`config.mk`:
```
export PLATFORM = sky130hd
export DESIGN_NAME = snoop_responder_flat
export DESIGN_NICKNAME = d
export VERILOG_FILES = /design/src/rtl/snoop_responder_if.sv /design/src/rtl/snoop_responder.sv /design/src/flat_wrapper.sv
export SDC_FILE = /design/constraint.sdc
export NUM_CORES = 1
export LEC_CHECK = 0
export CORE_MARGIN = 2
export CORE_UTILIZATION = 42
export DETAILED_ROUTE_END_ITERATION = 8
export HOLD_SLACK_MARGIN = 0.06
export PLACE_DENSITY = 0.87
export SYNTH_ARGS = -nofsm -noshare
export SYNTH_HDL_FRONTEND = slang
export SYNTH_SLANG_ARGS = --single-unit
```
`constraint.sdc`:
```
create_clock -name CLK -period 3.7 [get_ports CLK]
set_clock_uncertainty 0.05 [all_clocks]
set_input_delay 0.925 -clock CLK [delete_from_list [all_inputs] [get_ports CLK]]
set_output_delay 0.925 -clock CLK [all_outputs]
set_load 0.02 [all_outputs]
```
`src/rtl/snoop_responder_if.sv`:
```
// Signal bundle between a dcache snoop responder, its cache arrays and the
// memory controller's snoop/memory ports.
interface snoop_responder_if #(
    parameter int SETS = 8,
    parameter int WAYS = 2
);
    localparam int IDX_W = $clog2(SETS);
    localparam int TAG_W = 32 - IDX_W - 3;
    localparam int WAY_W = (WAYS > 1) ? $clog2(WAYS) : 1;

    logic                    ccwait;
    logic                    ccinv;
    logic [31:0]             ccsnoopaddr;
    logic                    dwait;
    logic                    cctrans;
    logic                    snp_active;
    logic                    snp_dWEN;
    logic [31:0]             snp_daddr;
    logic [31:0]             snp_dstore;
    logic [IDX_W-1:0]        tag_rd_idx;
    logic [WAYS*TAG_W-1:0]   way_tag;
    logic [WAYS-1:0]         way_valid;
    logic [WAYS-1:0]         way_dirty;
    logic [WAYS*32-1:0]      way_data0;
    logic [WAYS*32-1:0]      way_data1;
    logic                    st_wen;
    logic [IDX_W-1:0]        st_idx;
    logic [WAY_W-1:0]        st_way;
    logic                    st_valid;
    logic                    st_dirty;

    modport slave (
        input  ccwait, ccinv, ccsnoopaddr, dwait,
        input  way_tag, way_valid, way_dirty, way_data0, way_data1,
        output cctrans, snp_active, snp_dWEN, snp_daddr, snp_dstore,
        output tag_rd_idx, st_wen, st_idx, st_way, st_valid, st_dirty
    );

    modport master (
        output ccwait, ccinv, ccsnoopaddr, dwait,
        output way_tag, way_valid, way_dirty, way_data0, way_data1,
        input  cctrans, snp_active, snp_dWEN, snp_daddr, snp_dstore,
        input  tag_rd_idx, st_wen, st_idx, st_way, st_valid, st_dirty
    );
endinterface

```
`src/rtl/snoop_responder.sv`:
```
// Cache-side snoop responder: looks up a snooped block, writes back a dirty
// line over the dcache memory port, then demotes it to S (or I on invalidate).
module snoop_responder #(
    parameter int SETS = 8,
    parameter int WAYS = 2
) (
    input  logic CLK,
    input  logic RST,
    snoop_responder_if.slave bus
);
    localparam int IDX_W = $clog2(SETS);
    localparam int TAG_W = 32 - IDX_W - 3;
    localparam int WAY_W = (WAYS > 1) ? $clog2(WAYS) : 1;

    typedef enum logic [2:0] {
        IDLE   = 3'd0,
        WB0    = 3'd1,
        WB1    = 3'd2,
        UPDATE = 3'd3,
        DONE   = 3'd4
    } state_t;

    state_t state_reg, state_next;

    logic             hit_reg;
    logic [WAY_W-1:0] way_reg;
    logic             dirty_reg;
    logic [TAG_W-1:0] tag_reg;
    logic [IDX_W-1:0] idx_reg;
    logic [31:0]      data0_reg;
    logic [31:0]      data1_reg;
    logic             inv_reg;

    logic [TAG_W-1:0] snoop_tag;
    logic [WAYS-1:0]  hit_vec;
    logic             hit_any;
    logic [WAY_W-1:0] hit_way;
    logic             hit_dirty;
    logic [31:0]      hit_data0;
    logic [31:0]      hit_data1;
    logic             capture_en;
    logic             unused_bits;

    assign snoop_tag      = bus.ccsnoopaddr[31:IDX_W+3];
    assign bus.tag_rd_idx = bus.ccsnoopaddr[IDX_W+2:3];
    assign capture_en     = (state_reg == IDLE) && bus.ccwait;

    genvar gi;
    generate
        for (gi = 0; gi < WAYS; gi++) begin : g_hit
            assign hit_vec[gi] = bus.way_valid[gi] &&
                                 (bus.way_tag[gi*TAG_W +: TAG_W] == snoop_tag);
        end
    endgenerate

    // Scan from the top way down so the lowest hitting way is the one kept.
    always_comb begin
        hit_any = 1'b0;
        hit_way = '0;
        for (int w = WAYS - 1; w >= 0; w--) begin
            if (hit_vec[w]) begin
                hit_any = 1'b1;
                hit_way = WAY_W'(w);
            end
        end
    end

    assign hit_dirty = bus.way_dirty[hit_way];
    assign hit_data0 = bus.way_data0[int'(hit_way)*32 +: 32];
    assign hit_data1 = bus.way_data1[int'(hit_way)*32 +: 32];

    // Everything needed later is frozen in the first ccwait cycle so address
    // or array changes during the write-back cannot corrupt it.
    always_ff @(posedge CLK) begin
        if (RST) begin
            hit_reg   <= 1'b0;
            way_reg   <= '0;
            dirty_reg <= 1'b0;
            tag_reg   <= '0;
            idx_reg   <= '0;
            data0_reg <= '0;
            data1_reg <= '0;
            inv_reg   <= 1'b0;
        end else if (capture_en) begin
            hit_reg   <= hit_any;
            way_reg   <= hit_way;
            dirty_reg <= hit_any && hit_dirty;
            tag_reg   <= snoop_tag;
            idx_reg   <= bus.tag_rd_idx;
            data0_reg <= hit_data0;
            data1_reg <= hit_data1;
            inv_reg   <= bus.ccinv;
        end
    end

    always_ff @(posedge CLK) begin
        if (RST) begin
            state_reg <= IDLE;
        end else begin
            state_reg <= state_next;
        end
    end

    always_comb begin
        state_next = state_reg;
        case (state_reg)
            IDLE: begin
                if (bus.ccwait) begin
                    if (hit_any && hit_dirty)     state_next = WB0;
                    else if (hit_any && bus.ccinv) state_next = UPDATE;
                    else                          state_next = DONE;
                end
            end
            WB0:     if (!bus.dwait) state_next = WB1;
            WB1:     if (!bus.dwait) state_next = UPDATE;
            UPDATE:  state_next = DONE;
            DONE:    if (!bus.ccwait) state_next = IDLE;
            default: state_next = IDLE;
        endcase
    end

    always_comb begin
        bus.cctrans    = 1'b0;
        bus.snp_active = 1'b0;
        bus.snp_dWEN   = 1'b0;
        bus.snp_daddr  = '0;
        bus.snp_dstore = '0;
        bus.st_wen     = 1'b0;
        bus.st_idx     = '0;
        bus.st_way     = '0;
        bus.st_valid   = 1'b0;
        bus.st_dirty   = 1'b0;
        case (state_reg)
            IDLE: begin
                // Raised in the very first ccwait cycle so the controller
                // stays in its snoop state until the lookup has decided.
                bus.cctrans    = bus.ccwait;
                bus.snp_active = bus.ccwait;
            end
            WB0: begin
                bus.cctrans    = 1'b1;
                bus.snp_active = 1'b1;
                bus.snp_dWEN   = 1'b1;
                bus.snp_daddr  = {tag_reg, idx_reg, 1'b0, 2'b00};
                bus.snp_dstore = data0_reg;
            end
            WB1: begin
                bus.cctrans    = 1'b1;
                bus.snp_active = 1'b1;
                bus.snp_dWEN   = 1'b1;
                bus.snp_daddr  = {tag_reg, idx_reg, 1'b1, 2'b00};
                bus.snp_dstore = data1_reg;
            end
            UPDATE: begin
                bus.cctrans    = 1'b1;
                bus.snp_active = 1'b1;
                bus.st_wen     = 1'b1;
                bus.st_idx     = idx_reg;
                bus.st_way     = way_reg;
                bus.st_valid   = ~inv_reg;
                bus.st_dirty   = 1'b0;
            end
            DONE: begin
                bus.snp_active = 1'b1;
            end
            default: ;
        endcase
    end

    assign unused_bits = ^{bus.ccsnoopaddr[2:0], hit_reg, dirty_reg};

endmodule

```
`src/flat_wrapper.sv`:
```
// flat-port wrapper written by rule: the top's interface ports become plain ports
module snoop_responder_flat 
#(
    parameter int SETS = 8,
    parameter int WAYS = 2
)
  (CLK, RST, bus_ccwait, bus_ccinv, bus_ccsnoopaddr, bus_dwait, bus_way_tag, bus_way_valid, bus_way_dirty, bus_way_data0, bus_way_data1, bus_cctrans, bus_snp_active, bus_snp_dWEN, bus_snp_daddr, bus_snp_dstore, bus_tag_rd_idx, bus_st_wen, bus_st_idx, bus_st_way, bus_st_valid, bus_st_dirty);
  snoop_responder_if #(.SETS(SETS), .WAYS(WAYS)) bus_i ();
  input  logic CLK;
  input  logic RST;
  input wire logic [$bits(bus_i.ccwait)-1:0] bus_ccwait;
  input wire logic [$bits(bus_i.ccinv)-1:0] bus_ccinv;
  input wire logic [$bits(bus_i.ccsnoopaddr)-1:0] bus_ccsnoopaddr;
  input wire logic [$bits(bus_i.dwait)-1:0] bus_dwait;
  input wire logic [$bits(bus_i.way_tag)-1:0] bus_way_tag;
  input wire logic [$bits(bus_i.way_valid)-1:0] bus_way_valid;
  input wire logic [$bits(bus_i.way_dirty)-1:0] bus_way_dirty;
  input wire logic [$bits(bus_i.way_data0)-1:0] bus_way_data0;
  input wire logic [$bits(bus_i.way_data1)-1:0] bus_way_data1;
  output wire logic [$bits(bus_i.cctrans)-1:0] bus_cctrans;
  output wire logic [$bits(bus_i.snp_active)-1:0] bus_snp_active;
  output wire logic [$bits(bus_i.snp_dWEN)-1:0] bus_snp_dWEN;
  output wire logic [$bits(bus_i.snp_daddr)-1:0] bus_snp_daddr;
  output wire logic [$bits(bus_i.snp_dstore)-1:0] bus_snp_dstore;
  output wire logic [$bits(bus_i.tag_rd_idx)-1:0] bus_tag_rd_idx;
  output wire logic [$bits(bus_i.st_wen)-1:0] bus_st_wen;
  output wire logic [$bits(bus_i.st_idx)-1:0] bus_st_idx;
  output wire logic [$bits(bus_i.st_way)-1:0] bus_st_way;
  output wire logic [$bits(bus_i.st_valid)-1:0] bus_st_valid;
  output wire logic [$bits(bus_i.st_dirty)-1:0] bus_st_dirty;
  assign bus_i.ccwait = bus_ccwait;
  assign bus_i.ccinv = bus_ccinv;
  assign bus_i.ccsnoopaddr = bus_ccsnoopaddr;
  assign bus_i.dwait = bus_dwait;
  assign bus_i.way_tag = bus_way_tag;
  assign bus_i.way_valid = bus_way_valid;
  assign bus_i.way_dirty = bus_way_dirty;
  assign bus_i.way_data0 = bus_way_data0;
  assign bus_i.way_data1 = bus_way_data1;
  assign bus_cctrans = bus_i.cctrans;
  assign bus_snp_active = bus_i.snp_active;
  assign bus_snp_dWEN = bus_i.snp_dWEN;
  assign bus_snp_daddr = bus_i.snp_daddr;
  assign bus_snp_dstore = bus_i.snp_dstore;
  assign bus_tag_rd_idx = bus_i.tag_rd_idx;
  assign bus_st_wen = bus_i.st_wen;
  assign bus_st_idx = bus_i.st_idx;
  assign bus_st_way = bus_i.st_way;
  assign bus_st_valid = bus_i.st_valid;
  assign bus_st_dirty = bus_i.st_dirty;
  snoop_responder #(.SETS(SETS), .WAYS(WAYS)) u_core (.CLK(CLK), .RST(RST), .bus(bus_i));
endmodule
```
Word-level counts from Yosys, hierarchy flattened
Cells that the tools add are included.

storage, ports and cells
  bits in registers = 98
  logic and storage cells = 52

operators by class
  order comparisons = 1
  eq/ne operators = 10
  shifts and indexed selects = 2
  multiplexer cells = 21
  bitwise logic cells = 1
  reductions and logical operators = 10

operators by type and width
  cell                  number
  $pmux W32 S2          2
  $shiftx A64 B7 Y32    2
  $eq A26 B26 Y1        2
  $mux W3               7
  $pmux W3 S5           1
  $mux W1               9
  $ne A2 B2 Y1 const B  4
  $eq A3 B2 Y1 const B  2
  $logic_and A1 B1 Y1   5
  $pmux W1 S2           2
  $reduce_and A4 Y1     1
  $reduce_or A4 Y1      1
  $eq A3 B1 Y1 const B  1
  $eq A3 B3 Y1 const B  1
  $logic_not A3 Y1      1
  $reduce_or A3 Y1      1
  $lt A1 B2 Y1 const B  1
  $reduce_or A2 Y1      1
  $not A1 Y1            1

Depth between registers and ports, before layout
Gate-level depths: netlist (run 1).

  depth after elaboration = 10
  mapped depth = 8

Least setup slack after synthesis (run 1)
No wires, ideal clock.

  kind = input to register
  from = input bus_ccsnoopaddr[23]
  to = register u_core.data0_reg[18]
  library setup time = 0.133 ns
  arrival time = 2.626 ns
  required time = 3.517 ns
  path slack = 0.892 ns
  cell stages on the path = 8
  cell sequence = xnor2_1 nand4_1 or4_4 a311oi_2 buf_6 buf_6 mux2i_1 a21oi_1

on the way
  word-level cells in the longest chain between the ends = 5
  elaborated cells between the ends (all ways) = 7
  those cells by class = 2 x eq/ne; 1 x shift; 2 x mux; 2 x reduce/logical

RTL lines
  element                 RTL line               source
  from (decl)             flat_wrapper.sv:13     input wire logic [$bits(bus_i.ccsnoopaddr)-1:0] bus_ccsnoopaddr;
  $eq A26 B26 Y1          snoop_responder.sv:52  (bus.way_tag[gi*TAG_W +: TAG_W] == snoop_tag);
  $logic_and A1 B1 Y1     snoop_responder.sv:51  assign hit_vec[gi] = bus.way_valid[gi] &&
  $mux W1                 snoop_responder.sv:61  if (hit_vec[w]) begin
  $mux W1 (*)             snoop_responder.sv:61
  $shiftx A64 B7 Y32 (*)  snoop_responder.sv:69  assign hit_data0 = bus.way_data0[int'(hit_way)*32 +: 32];
  to (signal assigned)    snoop_responder.sv:90  data0_reg <= hit_data0;
  to (decl)               snoop_responder.sv:30  logic [31:0] data0_reg;

Mark *: on every way between the ends. The rest lies on a longest branch, timed or not.
A chain may end at the register's enable or synchronous reset.

Final worst setup path (run 1)
  from = register u_core.state_reg[0]
  to = output bus_snp_dstore[9]

on the way
  word-level cells in the longest chain between the ends = 2
  elaborated cells between the ends (all ways) = 3
  those cells by class = 2 x eq/ne; 1 x mux

RTL lines
  element                                       RTL line                source
  from (decl)                                   snoop_responder.sv:23   state_t state_reg, state_next;
  from (signal assigned)                        snoop_responder.sv:100  state_reg <= state_next;
  $eq A3 B2 Y1 or $eq A3 B1 Y1 (tied branches)  snoop_responder.sv:133  case (state_reg)
  $pmux W32 S2 (*)                              snoop_responder.sv:133
  to (decl)                                     flat_wrapper.sv:24      output wire logic [$bits(bus_i.snp_dstore)-1:0] bus_snp_dstore;

Marked as above.

==> results.yml, run 1 <==
logic_synthesis:
  yosys.cell_types.count: 32
  synth_xor_xnor_area_share_pct: 8.76
  ys_ff_latch: 98
  ys_async_sr_fraction_pct: 0
  yosys-top-cells-area: "dfxtp_1, mux2i_1, a21oi_1, xnor2_1, o21ai_0"
  synth_fa_ha_area_share_pct: 0
  synth_compound_area_share_pct: 22.2
  seq_area_frac_synth_pct: 37.7
  synth_mux_area_share_pct: 12.7
  ys.flop_type: "dfxtp_1"
  synthesis.instances: 614
  synth_area_per_cell_sq_um: 8.47
  yosys_warnings: 0
  synth_top_family_by_area: "compound AO/OA/AOI/OAI gates"
  synth_edf_count: 0
  yosys.area.top_type: "dfxtp_1"
  synth-simple-area-share_pct: 12.8
  ys_top_cells_by_count: "a21oi_1, dfxtp_1, mux2i_1, nand2_1, o21ai_0"
  syn_area_sq_um: 5200
  yosysTopAreaCellShare_pct: 37.7
die:
  die_w_um: 115
  io_pins: 298
  dieArea_sq_um: 13300
  die_height_um: 115
  fp-row-count: 40
  start_util_pct: 43.1
  core-area_sq_um: 12100
drt:
  firstDrtPassIters: 4
  ant_nets: 0
  drt_iter0_markers: 275
  drt-wirelength-per-cell_um: 17.1
  wl_um: 18200
  drc: 0
  vias_per_cell: 5.19
  vias: 5520
critical_path:
  path_cells: "nor2b_1 -> nor2b_2 -> buf_4 -> a22o_1 -> clkdlybuf4s50_1"
  crit_fanout: 32
  r2r-start: "u_core.state_reg[2]"
  required_ns: 2.72
  r2r-end: "u_core.data0_reg[5]"
  crit_type: "flip-flop to output pin"
  slowest_stage: "clkdlybuf4s50_1"
  end_kind: "output pin"
  arrival_ns: 2.44
  r2r_slack_ns: 1.44
  reg2regPathDepth: 5
  max_stage_delay_ns: 0.64
  cp-start-kind: "flip-flop"
power_and_ir_drop:
  cellInternalPower_mw: 2.09
  powerDensity_nw_per_um2: 328
  p_leak_nw: 3.05
  p_switching_uw: 745
  ir_drop_mv: 0.179
  netSwitchingFraction_pct: 26.2
  seq_power_share_pct: 42.4
  combPwrFrac_pct: 24.1
  clock_power_share_pct: 33.5
  p_total_mw: 2.84
sta:
  setup_viol: 0
  final_hold_viol_count: 0
  worst_slack_ns: 0.286
  fin_crit_ns: 3.41
  drv_slew: 0
  slew_headroom_pct: 61.9
  clock.fmax_mhz: 293
  tightest_slew_ns: 0.572
  rsz0062_at_grt: "no"
  period_share_pct: 92.3
  hold_ws_ns: 0.401
  fin_setup_tns_ns: 0
final_layout:
  regArea_sq_um: 1960
  fillers: 955
  drive_above_1_share_pct: 5.92
  multi_input_area_sq_um: 2970
  antenna_cells: 0
  area.growth.synth_to_final_pct: 66.6
  fin_util_pct: 71.8
  layout.nets: 1112
  design_area_sq_um: 8660
  layoutNonFillerInstCount: 1064
clocking:
  clk_latency_ns: 0.34
  post-cts-setup-buffers: 0
  cts_resized: 0
  path_clk_slew_ns: 0.07
  root_buffer: "clkbuf_16"
  cts_tree: "done"
  cts_buffers: 9
  cts_max_level: 3
  cts_hold_buffers: 0
  clk_path_buf_depth: 2
  clkSinkCount: 98
global_route:
  grt_first_pass_wirelength_um: 26900
  globalRoute.totalOverflow: 0
  antenna_found_initial: 0
  track_usage_pct: 26.4
  grt_pass1_vias: 5284
  grt_start_max_net_pins: 66
outcome:
  status: "complete, no violations"
min_path:
  holdPathEnd: "u_core.tag_reg[1]"
  hold_path_depth: 2
  min_from: "u_core.tag_reg[1]"
  min-delay-path-class: "flip-flop to flip-flop"
place:
  dpl-instance-area_sq_um: 8370
  dp_slack_ns: 0.0971
  place_hpwl_um: 13600
  port_buffers: 291
  gp_congestion: 0.876
  placed_cells: 1048
run:
  cap_viol_max_count: 0
[final cells by class]
type	instances	share of cell area, %
repair buffers	322	37.0
multi-input cells	457	34.3
flip-flops and latches	98	22.6
clock buffers	14	3.05
well taps	168	2.43
clock inverters	2	0.404
inverters	3	0.130
[power by group through the flow]
stage               combinational [mW]  clock, mW  sequential, mW
detailed placement               0.683          0            1.22
CTS                              0.687      0.968            1.20
finish                           0.685      0.950            1.20
floorplan                        0.311          0            1.21
global placement                 0.670          0            1.22
global route                     0.740       1.01            1.21
[cells in the final DEF, fill, tap and decap left out, drive strengths merged, types with 31 or more instances in the layout]
cell type | netlist | final
mux2i | 65 | 65
o21ai | 64 | 64
buf | 13 | 31
dfxtp | 98 | 98
a21oi | 98 | 98
nor2b | 32 | 32
nand2 | 65 | 65
a22o | 32 | 32
xnor2 | 38 | 38
clkdlybuf4s50 | 0 | 291
[critical path, delay by kind of cell (launching register included)]
| family | cells | cell delay, ns |
|---|---|---|
| buf+inv | 2 | 1.01 |
| flops | 1 | 0.46 |
| simple gates | 2 | 0.39 |
| compound gates | 1 | 0.20 |
[cell families (layout without fill, tap and decap cells)]
kind of cell,count (synthesis),after routing
and+or+nand+nor,136,136
DFF,98,98
AOI/OAI and AO/OA,200,200
other,1,3
muxes,66,66
xor gates and xnor gates,52,52
buffers and inverters,61,341
[per-layer routing]
| layer | GRT usage, % | vias up | routed length (um) |
|---|---|---|---|
| li1 | - | 2708 | - |
| met1 | 29.4 | 2535 | 7010 |
| met2 | 47.7 | 243 | 9270 |
| met3 | 7.64 | 34 | 1470 |
| met4 | 10.1 | 0 | 481 |
| met5 | 0 | - | 0 |
[worst max path at each step]
stage | start | endpoint | slack [ns]
2_1_floorplan | bus_ccsnoopaddr[23] | u_core.data0_reg[18] | 0.89
3_3_place_gp | bus_ccsnoopaddr[18] | u_core.data1_reg[26] | 0.11
3_5_place_dp | bus_ccsnoopaddr[18] | u_core.data1_reg[13] | 0.1
4_1_cts | u_core.state_reg[0] | bus_snp_dstore[30] | 0.28
5_1_grt | u_core.state_reg[0] | bus_snp_dstore[29] | 0.13
6_report | u_core.state_reg[0] | bus_snp_dstore[9] | 0.29
(Power assumes the default switching activity.)
==> run 2: changes to the inputs <==
- CAP_MARGIN: unset -> 20
- SLEW_MARGIN: unset -> 5
==> results of run 2 <==
Same layout as run 1: the final DEF is identical, and so are final timing and power.
==> run 3: changes to the inputs <==
- CORE_AREA: unset -> 2 2 115 117
- CORE_MARGIN: 2 -> unset
- CORE_UTILIZATION: 42 -> unset
- DIE_AREA: unset -> 0 0 117 119
- PLACE_DENSITY: 0.87 -> 0.86
==> run 3 against run 2 <==
Compared with the run above: maximum frequency is 0.30% lower; first-iteration DRC count is 11% lower; final cell count is 0.19% lower; non-clock buffer count is 8 lower; power is 2.4% higher; via count is 1.6% lower; global-route usage is 1.6 points lower; worst hold slack worse by 0.00086 ns; sequential power hardly changed; core utilization is 4.7 points lower.
==> results.yml, run 3 (synthesis results as in run 1) <==
drt:
  drc: 0
  drt-wirelength-per-cell_um: 16.7
  ant_nets: 0
  vias: 5433
  wl_um: 17700
  vias_per_cell: 5.12
  drt_iter0_markers: 244
  firstDrtPassIters: 4
clocking:
  cts_tree: "done"
  path_clk_slew_ns: 0.06
  cts_resized: 0
  clk_latency_ns: 0.34
  cts_max_level: 3
  post-cts-setup-buffers: 0
  root_buffer: "clkbuf_16"
  cts_hold_buffers: 0
  clk_path_buf_depth: 2
  clkSinkCount: 98
  cts_buffers: 9
min_path:
  min_from: "u_core.tag_reg[8]"
  min-delay-path-class: "flip-flop to flip-flop"
  holdPathEnd: "u_core.tag_reg[8]"
  hold_path_depth: 2
run:
  cap_viol_max_count: 0
global_route:
  grt_pass1_vias: 5291
  track_usage_pct: 24.9
  grt_start_max_net_pins: 73
  globalRoute.totalOverflow: 0
  antenna_found_initial: 0
  grt_first_pass_wirelength_um: 26600
critical_path:
  end_kind: "output pin"
  path_cells: "clkdlybuf4s50_1 -> nor2_1 -> nor2_1 -> clkdlybuf4s50_1"
  reg2regPathDepth: 5
  max_stage_delay_ns: 0.67
  cp-start-kind: "primary input"
  slowest_stage: "clkdlybuf4s50_1"
  r2r_slack_ns: 1.48
  crit_type: "primary input to output pin"
  cp_top_family: "buffers and inverters"
  crit_fanout: 6
  r2r-end: "u_core.data0_reg[20]"
  arrival_ns: 2.45
  required_ns: 2.72
  crit_buf_inv: 2
  r2r-start: "u_core.state_reg[2]"
power_and_ir_drop:
  p_total_mw: 2.91
  p_leak_nw: 3.02
  powerDensity_nw_per_um2: 336
  ir_drop_mv: 0.218
sta:
  drv_slew: 0
  final_hold_viol_count: 0
  setup_viol: 0
  fin_setup_tns_ns: 0
  period_share_pct: 92.5
  fin_crit_ns: 3.42
  clock.fmax_mhz: 292
  rsz0062_at_grt: "no"
  slew_headroom_pct: 49.0
  tightest_slew_ns: 0.764
final_layout:
  drive_above_1_share_pct: 5.19
  area.growth.synth_to_final_pct: 66.3
  layoutNonFillerInstCount: 1062
  mostFrequentLayoutCells: "clkdlybuf4s50_1, a21oi_1, dfxtp_1"
  antenna_cells: 0
  final_common_cell: "clkdlybuf4s50_1"
  layout.nets: 1104
die:
  start_util_pct: 40.4
  die_height_um: 119
  core-area_sq_um: 12900
  die_w_um: 117
  dieArea_sq_um: 13900
  io_pins: 298
  fp-row-count: 42
place:
  port_buffers: 291
  placed_cells: 1048
  place_hpwl_um: 13300
  gp_congestion: 0.849
outcome:
  status: "complete, no violations"
==> run 3: tightest hold or removal path, cell delays in order, from the launching register on <==
cell	delay, ns
dfxtp_1	0.31
nand2_1	0.05
a21oi_1	0.05
==> run 3: worst max-delay path by stage <==
stage / from / end / slack [ns] / cells after the start
final: bus_ccwait / bus_cctrans / 0.28 / 4
after global routing: bus_ccwait / bus_cctrans / 0.19 / 4
after CTS: bus_ccwait / bus_cctrans / 0.28 / 4
after detailed placement: bus_ccsnoopaddr[7] / u_core.data0_reg[5] / 0.09 / 9
after global placement: bus_ccsnoopaddr[18] / u_core.data0_reg[5] / 0.11 / 9
after floorplan: bus_ccsnoopaddr[23] / u_core.data0_reg[18] / 0.89 / 8
==> run 3: metrics by stage <==
| step | hold slack, ns | util (%) | area, sq um | worst slack (ns) |
|---|---|---|---|---|
| after floorplan | 0.382 | - | 5210 | 0.892 |
| after global placement | 0.387 | 64.7 | 8330 | 0.109 |
| after detailed placement | 0.392 | 64.7 | 8330 | 0.0897 |
| after CTS | 0.401 | 67.2 | 8650 | 0.283 |
| after global routing | 0.418 | 67.2 | 8650 | 0.190 |
| final | 0.401 | 67.2 | 8650 | 0.276 |
==> run 3: final cells by class <==
| type | count | area, sq um |
|---|---|---|
| clock buffer | 10 | 239 |
| inverter | 3 | 11.3 |
| tap | 176 | 220 |
| multi-input combinational | 457 | 2980 |
| clock inverter | 4 | 76.3 |
| timing repair buffer | 314 | 3160 |
| fill | 1039 | 4230 |
| sequential | 98 | 1960 |
==> run 3: report_power, final <==
part           switching, mW  leakage (nW)  internal, mW
clock network          0.408         0.151         0.606
registers             0.0519         0.809          1.15
logic                  0.306          2.06         0.382
total                  0.766          3.02          2.14
==> run 3: routing by layer <==
layer  vias up  part of all wire [%]  GRT usage [%]
li1       2688                     -              -
met3        30                   9.0           7.23
met2       253                    50           43.6
met1      2462                    38           27.6
met5         -                     0              0
met4         0                   2.7           10.7
